==> src/rtl/c499_sec_encoder.sv <==
// Byte-serial SEC encoder: gathers four data bytes and emits a registered
// {data, check, R} codeword for the c499 SEC decoder over valid/ready.
module c499_sec_encoder #(
  parameter int CNT_W = 16
) (
  input  logic             i_clk,
  input  logic             i_rst,
  input  logic             i_in_valid,
  output logic             o_in_ready,
  input  logic [7:0]       i_in_byte,
  output logic             o_out_valid,
  input  logic             i_out_ready,
  output logic [31:0]      o_out_data,
  output logic [7:0]       o_out_check,
  output logic             o_out_r,
  output logic [1:0]       o_beat_idx,
  output logic [CNT_W-1:0] o_words_sent
);

  typedef enum logic [1:0] {B0, B1, B2, B3} beat_e;

  // Each row selects the 12 data bits that parity into one check bit.
  localparam logic [7:0][31:0] CHK_MASK = {
    32'h8888F0F0, 32'h44440F0F, 32'h2222FF00, 32'h111100FF,
    32'hF0F08888, 32'h0F0F4444, 32'hFF002222, 32'h00FF1111
  };

  beat_e            r_beat;
  logic [23:0]      r_asm;
  logic             r_out_valid;
  logic [31:0]      r_out_data;
  logic [7:0]       r_out_check;
  logic             r_out_r;
  logic [CNT_W-1:0] r_words_sent;

  logic        w_in_ready;
  logic        w_accept;
  logic        w_final;
  logic        w_xfer;
  logic [31:0] w_word;
  logic [7:0]  w_check;

  assign w_in_ready = (r_beat != B3) || !r_out_valid || i_out_ready;
  assign w_accept   = i_in_valid && w_in_ready;
  assign w_final    = w_accept && (r_beat == B3);
  assign w_xfer     = r_out_valid && i_out_ready;
  assign w_word     = {i_in_byte, r_asm};

  always_comb begin
    w_check = '0;
    for (int k = 0; k < 8; k++) w_check[k] = ^(w_word & CHK_MASK[k]);
  end

  always_ff @(posedge i_clk) begin
    if (i_rst) begin
      r_beat       <= B0;
      r_asm        <= '0;
      r_out_valid  <= 1'b0;
      r_out_data   <= '0;
      r_out_check  <= '0;
      r_out_r      <= 1'b0;
      r_words_sent <= '0;
    end else begin
      if (w_accept) begin
        case (r_beat)
          B0: r_asm[7:0]   <= i_in_byte;
          B1: r_asm[15:8]  <= i_in_byte;
          B2: r_asm[23:16] <= i_in_byte;
          default: ;
        endcase
        r_beat <= beat_e'(r_beat + 2'd1);
      end
      // A final beat wins over a transfer so back-to-back words leave no bubble.
      if (w_final) begin
        r_out_valid <= 1'b1;
        r_out_data  <= w_word;
        r_out_check <= w_check;
        r_out_r     <= 1'b1;
      end else if (w_xfer) begin
        r_out_valid <= 1'b0;
      end
      if (w_xfer) r_words_sent <= r_words_sent + 1'b1;
    end
  end

  assign o_in_ready   = w_in_ready;
  assign o_out_valid  = r_out_valid;
  assign o_out_data   = r_out_data;
  assign o_out_check  = r_out_check;
  assign o_out_r      = r_out_r;
  assign o_beat_idx   = r_beat;
  assign o_words_sent = r_words_sent;

endmodule

==> config.mk <==
export PLATFORM = sky130hd
export DESIGN_NAME = c499_sec_encoder
export DESIGN_NICKNAME = d
export VERILOG_FILES = /design/src/rtl/c499_sec_encoder.sv
export SDC_FILE = /design/constraint.sdc
export NUM_CORES = 1
export LEC_CHECK = 0
export BUFFER_PORTS_ARGS = -buffer_cell sky130_fd_sc_hd__buf_2
export CAP_MARGIN = 20
export CORE_ASPECT_RATIO = 1.1
export CORE_MARGIN = 4
export CORE_UTILIZATION = 55
export CTS_BUF_LIST = sky130_fd_sc_hd__clkbuf_8
export DETAILED_ROUTE_END_ITERATION = 10
export HOLD_SLACK_MARGIN = 0.12
export PLACE_DENSITY = 0.91
export SLEW_MARGIN = 15
export SYNTH_ARGS = -nofsm -noshare
export SYNTH_HDL_FRONTEND = slang
export SYNTH_SLANG_ARGS = --single-unit
==> constraint.sdc <==
create_clock -name i_clk -period 4.7 [get_ports i_clk]
set_input_delay 0.94 -clock i_clk [delete_from_list [all_inputs] [get_ports i_clk]]
set_output_delay 0.94 -clock i_clk [all_outputs]
set_load 0.05 [all_outputs]
==> results of run 1 <==
==> state kept, by name (all words and copies together) (netlist names) <==
register,cells
o_out_r,1
o_beat_idx,2
o_out_data,32
o_words_sent,16
r_asm,24
o_out_valid,1
o_out_check,8
==> through the flow <==
stage / hold WS, ns / cell area, sq um / std cells
after floorplan: 0.4798 / 3804 / 417
after global placement: 0.4394 / 4159 / 546
after detailed placement: 0.4444 / 4159 / 546
after CTS: 0.4572 / 4367 / 562
after global routing: 0.4728 / 4367 / 562
final: 0.4537 / 4367 / 562
==> cell families (layout without fill, tap and decap cells) <==
logic type,after synthesis,in the layout,share of synthesized area
fa+ha+maj,5,5,0.01645
compound gates,54,54,0.07895
simple gates,147,147,0.1707
mux,24,24,0.06316
buf+inv,35,98,0.04112
flops,84,84,0.4421
xor+xnor,68,68,0.1875
==> placed cells by master, fill, tap and decap left out, drive strengths merged <==
master  Yosys  routed
clkbuf     13      10
and4        1       1
or3         2       2
nand2b      1       1
mux2i      24      24
or2         2       2
ha          5       5
o21ai       2       2
nand3      11      11
a211oi      5       5
nand2      71      71
nor3        2       2
nand3b      1       1
nor2       44      44
clkinv      0       3
o21a        3       3
a21oi      42      42
and3        4       4
buf        15      75
dfxtp      84      84
o31ai       2       2
nor4        1       1
or4         2       2
xnor3       8       8
bufinv      0       1
xnor2      50      50
nand4       5       5
xor2       10      10
inv         7       9
==> routing by layer <==
layer | wire length [um] | vias up | part of all wire
met1 | 3420 | 1382 | 0.41
met5 | 0 | - | 0
met4 | 108 | 0 | 0.013
met3 | 624 | 12 | 0.075
li1 | - | 1485 | -
met2 | 4206 | 75 | 0.50
==> worst min path at each step <==
stage                           endpoint  slack, ns  cells past startpoint
final                     o_out_data[13]       0.45                      2
after CTS                 o_out_data[13]       0.46                      2
after global routing      o_out_data[15]       0.47                      2
after detailed placement  o_out_data[26]       0.44                      2
after floorplan            o_out_data[5]       0.48                      2
after global placement    o_out_data[31]       0.44                      2
==> power by group <==
part	switching [mW]	internal [mW]
sequential	0.0185	0.725
combinational	0.112	0.119
clock	0.271	0.265
==> cell type report <==
class / count / area [sq um] / share of cell area
timing repair buffer: 75 / 382.9 / 0.08768
inverter: 7 / 26.28 / 0.006017
tap: 82 / 102.6 / 0.02350
clock inverter: 6 / 70.07 / 0.01605
sequential: 84 / 1682 / 0.3851
multi-input combinational: 298 / 1966 / 0.4501
clock buffer: 10 / 137.6 / 0.03152
==> critical path: cells and delay by family <==
family        cells  cell delay (ns)
buf+inv           2             0.43
simple gates      1             0.31
==> flow_metrics.py, run 1 <==
metrics = {
    "routing": {
        "dr.first_iter.drc_count": 137,
        "drc": 0,
        "drtPass1Iterations": 4,
        "wl_per_cell_um": 14.88,
        "num_vias": 2954,
        "ant_nets": 0,
        "wirelength_um": 8360,
        "viasPerCell": 5.256,
    },
    "synth": {
        "synth.most_common_cell": "dfxtp_1",
        "synth_area_sq_um": 3804,
        "yosys_most_used_dff": "dfxtp_1",
        "ys_top_cells_by_area": "dfxtp_1 44%, xnor2_1 11%, nand2_1 7.0%, mux2i_1 6.3%, a21oi_1 5.5%",
        "yosysSeqAreaShare": 0.4421,
        "ys_warn_count": 0,
        "synth_top_area_share": 0.4421,
        "yosys.area.top_type": "dfxtp_1",
        "synth_common_cells": "84 x dfxtp_1, 71 x nand2_1, 49 x xnor2_1",
        "avgSynthCellArea_sq_um": 9.121,
        "syn-num-nets": 434,
        "synthCells": 417,
        "ys_seq_elements": 84,
        "synth_edf_count": 0,
        "ys_types": 36,
        "async_flop_share": 0,
    },
    "floorplan": {
        "fp.coreArea_sq_um": 6671,
        "fp.dieW_um": 87.29,
        "start_util": 0.5701,
        "ioPinCount": 73,
        "row_count": 31,
        "die_h_um": 95.22,
        "dieArea_sq_um": 8312,
    },
    "power": {
        "finalPower_mw": 1.510,
        "power_density_nw_per_um2": 345.9,
        "cellLeakagePower_nw": 1.930,
        "ir_drop_mv": 0.2091,
    },
    "run_status": {
        "status": "complete, no violations",
    },
    "global_routing": {
        "groute.layer.met2.usage": 0.3524,
        "grt.met3_usage": 0.06050,
        "gr-total-overflow": 0,
        "grtUsageTotal": 0.2126,
        "grt_max_degree": 47,
        "grt_pass1_wl_um": 13860,
        "antenna_found_initial": 0,
        "grt-busiest-layer": "met2",
        "grtUsageMet1": 0.2591,
        "grt_pass1_vias": 2977,
    },
    "critical_path": {
        "slowest_delay_ns": 0.31,
        "crit_type": "in -> out",
        "r2r-end": "o_out_check[5]",
        "path_cells": "buf_2, nand3b_1, buf_2",
        "path_common_cell": "buf_2",
        "required_ns": 3.76,
        "crit_end": "o_in_ready",
        "cp-startpoint": "i_out_ready",
        "reg2reg_slack_ns": 2.64,
        "worstPathArrival_ns": 1.68,
        "crit_path_top_delay_cell": "nand3b_1",
        "cp-start-kind": "input pin",
        "r2r_start": "o_beat_idx[1]",
        "crit_fanout": 6,
        "r2r_cells": 5,
        "cp-end-kind": "primary output",
    },
    "finish": {
        "final_util": 0.6545,
        "area_delta_synth_final_pct": 14.80,
        "fillers": 538,
        "final_layout_size_suffix_gt1_frac": 0.2042,
        "final_nets": 492,
        "antenna_cells": 0,
    },
    "placed_design": {
        "dp.final_hpwl_um": 5921,
        "port_buffers": 72,
        "pre_cts_slack_ns": 2.024,
        "gp_congestion": 0.8307,
    },
    "min_path": {
        "min_from": "o_out_data[13]",
        "hold_class": "reg -> reg",
    },
    "timing": {
        "setup_viol": 0,
        "period_minus_slack_ns": 2.619,
        "final_max_slew_viol_count": 0,
        "min_period_over_period": 0.5572,
        "worst_pin_slew_ns": 0.8700,
        "skew_ns": 0.01247,
        "max_slew_margin": 0.4200,
        "fin_tns_setup_ns": 0,
        "max_clock_freq_mhz": 381.9,
        "setup_slack_ns": 2.081,
        "rsz0062_at_grt": "false",
        "hold_viol_final": 0,
    },
    "cts": {
        "cts_tree": "yes",
        "cts_buffers": 9,
        "root_buffer": "clkbuf_8",
        "cts_sinks": 84,
        "htree_levels": 3,
        "clk_pin_slew_ns": 0.08,
        "post_cts.repair.setup_buffers": 0,
        "clk_latency_ns": 0.37,
        "hold_buffers": 0,
        "clockBufferDepth": 2,
        "cts_resized": 0,
    },
    "flow_run": {
        "cap_violations": 0,
    },
}
(Power assumes the default switching activity.)
==> inputs of run 2 (changes only) <==
--- a/config.mk
+++ b/config.mk
@@ -9,7 +9,7 @@
 export CAP_MARGIN = 20
 export CORE_ASPECT_RATIO = 1.1
 export CORE_MARGIN = 4
-export CORE_UTILIZATION = 55
+export CORE_UTILIZATION = 52
 export CTS_BUF_LIST = sky130_fd_sc_hd__clkbuf_8
 export DETAILED_ROUTE_END_ITERATION = 10
 export HOLD_SLACK_MARGIN = 0.12
==> constraint.sdc (replaced) <==
create_clock -name i_clk -period 2.1 [get_ports i_clk]
set_input_delay 0.42 -clock i_clk [delete_from_list [all_inputs] [get_ports i_clk]]
set_output_delay 0.42 -clock i_clk [all_outputs]
set_load 0.05 [all_outputs]
==> run 2 against run 1 <==
Power is 120% higher; sequential power rose by 120%; setup slack got worse by 2.0 ns; critical path type is now reg -> out; highest routed layer unchanged; critical endpoint unchanged.
==> flow_metrics.py, run 2 (synthesis results as in run 1) <==
metrics = {
    "run_status": {
        "status": "complete, no violations",
    },
    "finish": {
        "final_nets": 496,
        "area_delta_synth_final_pct": 16.32,
        "layout_commonest_cell": "dfxtp_1",
        "mostFrequentLayoutCells": "81 x dfxtp_1, 72 x buf_2, 71 x nand2_1",
        "antenna_cells": 0,
        "largest_reg_flops": 32,
        "final_layout_size_suffix_gt1_frac": 0.2169,
    },
    "critical_path": {
        "cp-start-kind": "flop",
        "r2r-end": "o_words_sent[15]",
        "crit_fanout": 5,
        "reg2reg_slack_ns": 0.46,
        "required_ns": 1.68,
        "crit_type": "reg -> out",
        "worstPathArrival_ns": 1.55,
        "r2r_cells": 4,
        "r2r_start": "o_words_sent[5]",
        "cp-end-kind": "primary output",
    },
    "routing": {
        "drtPass1Iterations": 4,
        "ant_nets": 0,
        "drc": 0,
        "wirelength_um": 8406,
        "wl_per_cell_um": 14.77,
        "num_vias": 3013,
        "dr.first_iter.drc_count": 145,
        "viasPerCell": 5.295,
    },
    "timing": {
        "worst_pin_slew_ns": 0.4524,
        "fin_tns_setup_ns": 0,
        "setup_viol": 0,
        "final_max_slew_viol_count": 0,
        "min_period_over_period": 0.9401,
        "skew_ns": 0.01144,
        "max_slew_margin": 0.6984,
        "max_clock_freq_mhz": 506.5,
        "whs_ns": 0.3495,
        "period_minus_slack_ns": 1.974,
        "hold_viol_final": 0,
        "rsz0062_at_grt": "false",
    },
    "cts": {
        "htree_levels": 3,
        "clockBufferDepth": 2,
        "cts_sinks": 84,
        "clk_latency_ns": 0.37,
        "cts_buffers": 9,
        "root_buffer": "clkbuf_8",
        "hold_buffers": 0,
        "cts_tree": "yes",
        "clk_pin_slew_ns": 0.10,
    },
    "power": {
        "cellLeakagePower_nw": 1.942,
        "ir_drop_mv": 0.4225,
        "power_density_nw_per_um2": 745.7,
    },
    "floorplan": {
        "row_count": 32,
        "dieArea_sq_um": 8749,
        "fp.coreArea_sq_um": 7047,
        "die_h_um": 97.70,
        "start_util": 0.5398,
        "fp.dieW_um": 89.55,
        "ioPinCount": 73,
    },
    "min_path": {
        "worstHoldPathCells": 3,
        "min_from": "i_in_byte[4]",
        "hold_class": "in -> reg",
        "hold_end": "o_out_data[28]",
    },
    "placed_design": {
        "port_buffers": 72,
        "gp_congestion": 0.9293,
        "dp.final_hpwl_um": 6259,
    },
    "global_routing": {
        "grt_pass1_vias": 2956,
        "grt_max_degree": 48,
        "gr-total-overflow": 0,
        "grt_pass1_wl_um": 14040,
        "grtUsageTotal": 0.2040,
        "antenna_found_initial": 0,
    },
    "flow_run": {
        "cap_violations": 0,
    },
}
==> run 2: worst max-delay path by stage <==
stage,from,endpoint,slack [ns],cells after the start
after floorplan,o_beat_idx[1],r_asm[10],0.07,5
after global placement,i_in_byte[2],o_out_check[2],0.36,5
after detailed placement,i_in_byte[2],o_out_check[2],0.33,5
after CTS,o_beat_idx[0],o_in_ready,0.02,3
after global routing,o_beat_idx[0],o_in_ready,0.06,3
final,o_beat_idx[0],o_in_ready,0.13,3
==> run 2: cell type report <==
| class | instances | area [sq um] |
|---|---|---|
| inverters | 7 | 26.28 |
| multi-input cells | 298 | 1988 |
| clock inverters | 7 | 63.81 |
| flip-flops and latches | 84 | 1690 |
| clock buffers | 9 | 123.9 |
| fillers | 565 | 2623 |
| well taps | 85 | 106.4 |
| repair buffers | 79 | 425.4 |
==> run 2: timing repair <==
item,CTS,global route
resized for setup,0,0
endpoints found under the hold margin,0,0
endpoints found under the setup margin,0,1
setup buffers,0,1
==> run 2: report_power, final <==
group	switching (mW)	internal, mW	total (mW)
Combinational	0.249	0.275	0.523
Clock	0.652	0.458	1.11
Sequential	0.0420	1.62	1.67
Total	0.943	2.36	3.30
==> run 2: stage by stage <==
stage / std cells / setup WS [ns] / utilization / area, sq um / power [mW]
2_1_floorplan: 417 / 0.07079 / - / 3835 / 2.129
3_3_place_gp: 552 / 0.3597 / 0.6001 / 4229 / 2.212
3_5_place_dp: 552 / 0.3262 / 0.6001 / 4229 / 2.224
4_1_cts: 568 / 0.01758 / 0.6268 / 4417 / 3.320
5_1_grt: 569 / 0.05806 / 0.6278 / 4424 / 3.434
6_report: 569 / 0.1258 / 0.6278 / 4424 / 3.299
==> run 2: routing by layer <==
metal  global-route usage  up-vias  wire length, um
met3              0.05004       19              456
met1               0.2572     1422             3550
met2               0.3300       77             4208
li1                     -     1495                -
met4              0.08018        0              191
met5                    0        -                0
==> run 2: critical path, cell delays in order (launching register included) <==
cell and delay, ns:
dfxtp_4 0.36, ha_1 0.22, nand3b_1 0.28, buf_2 0.33
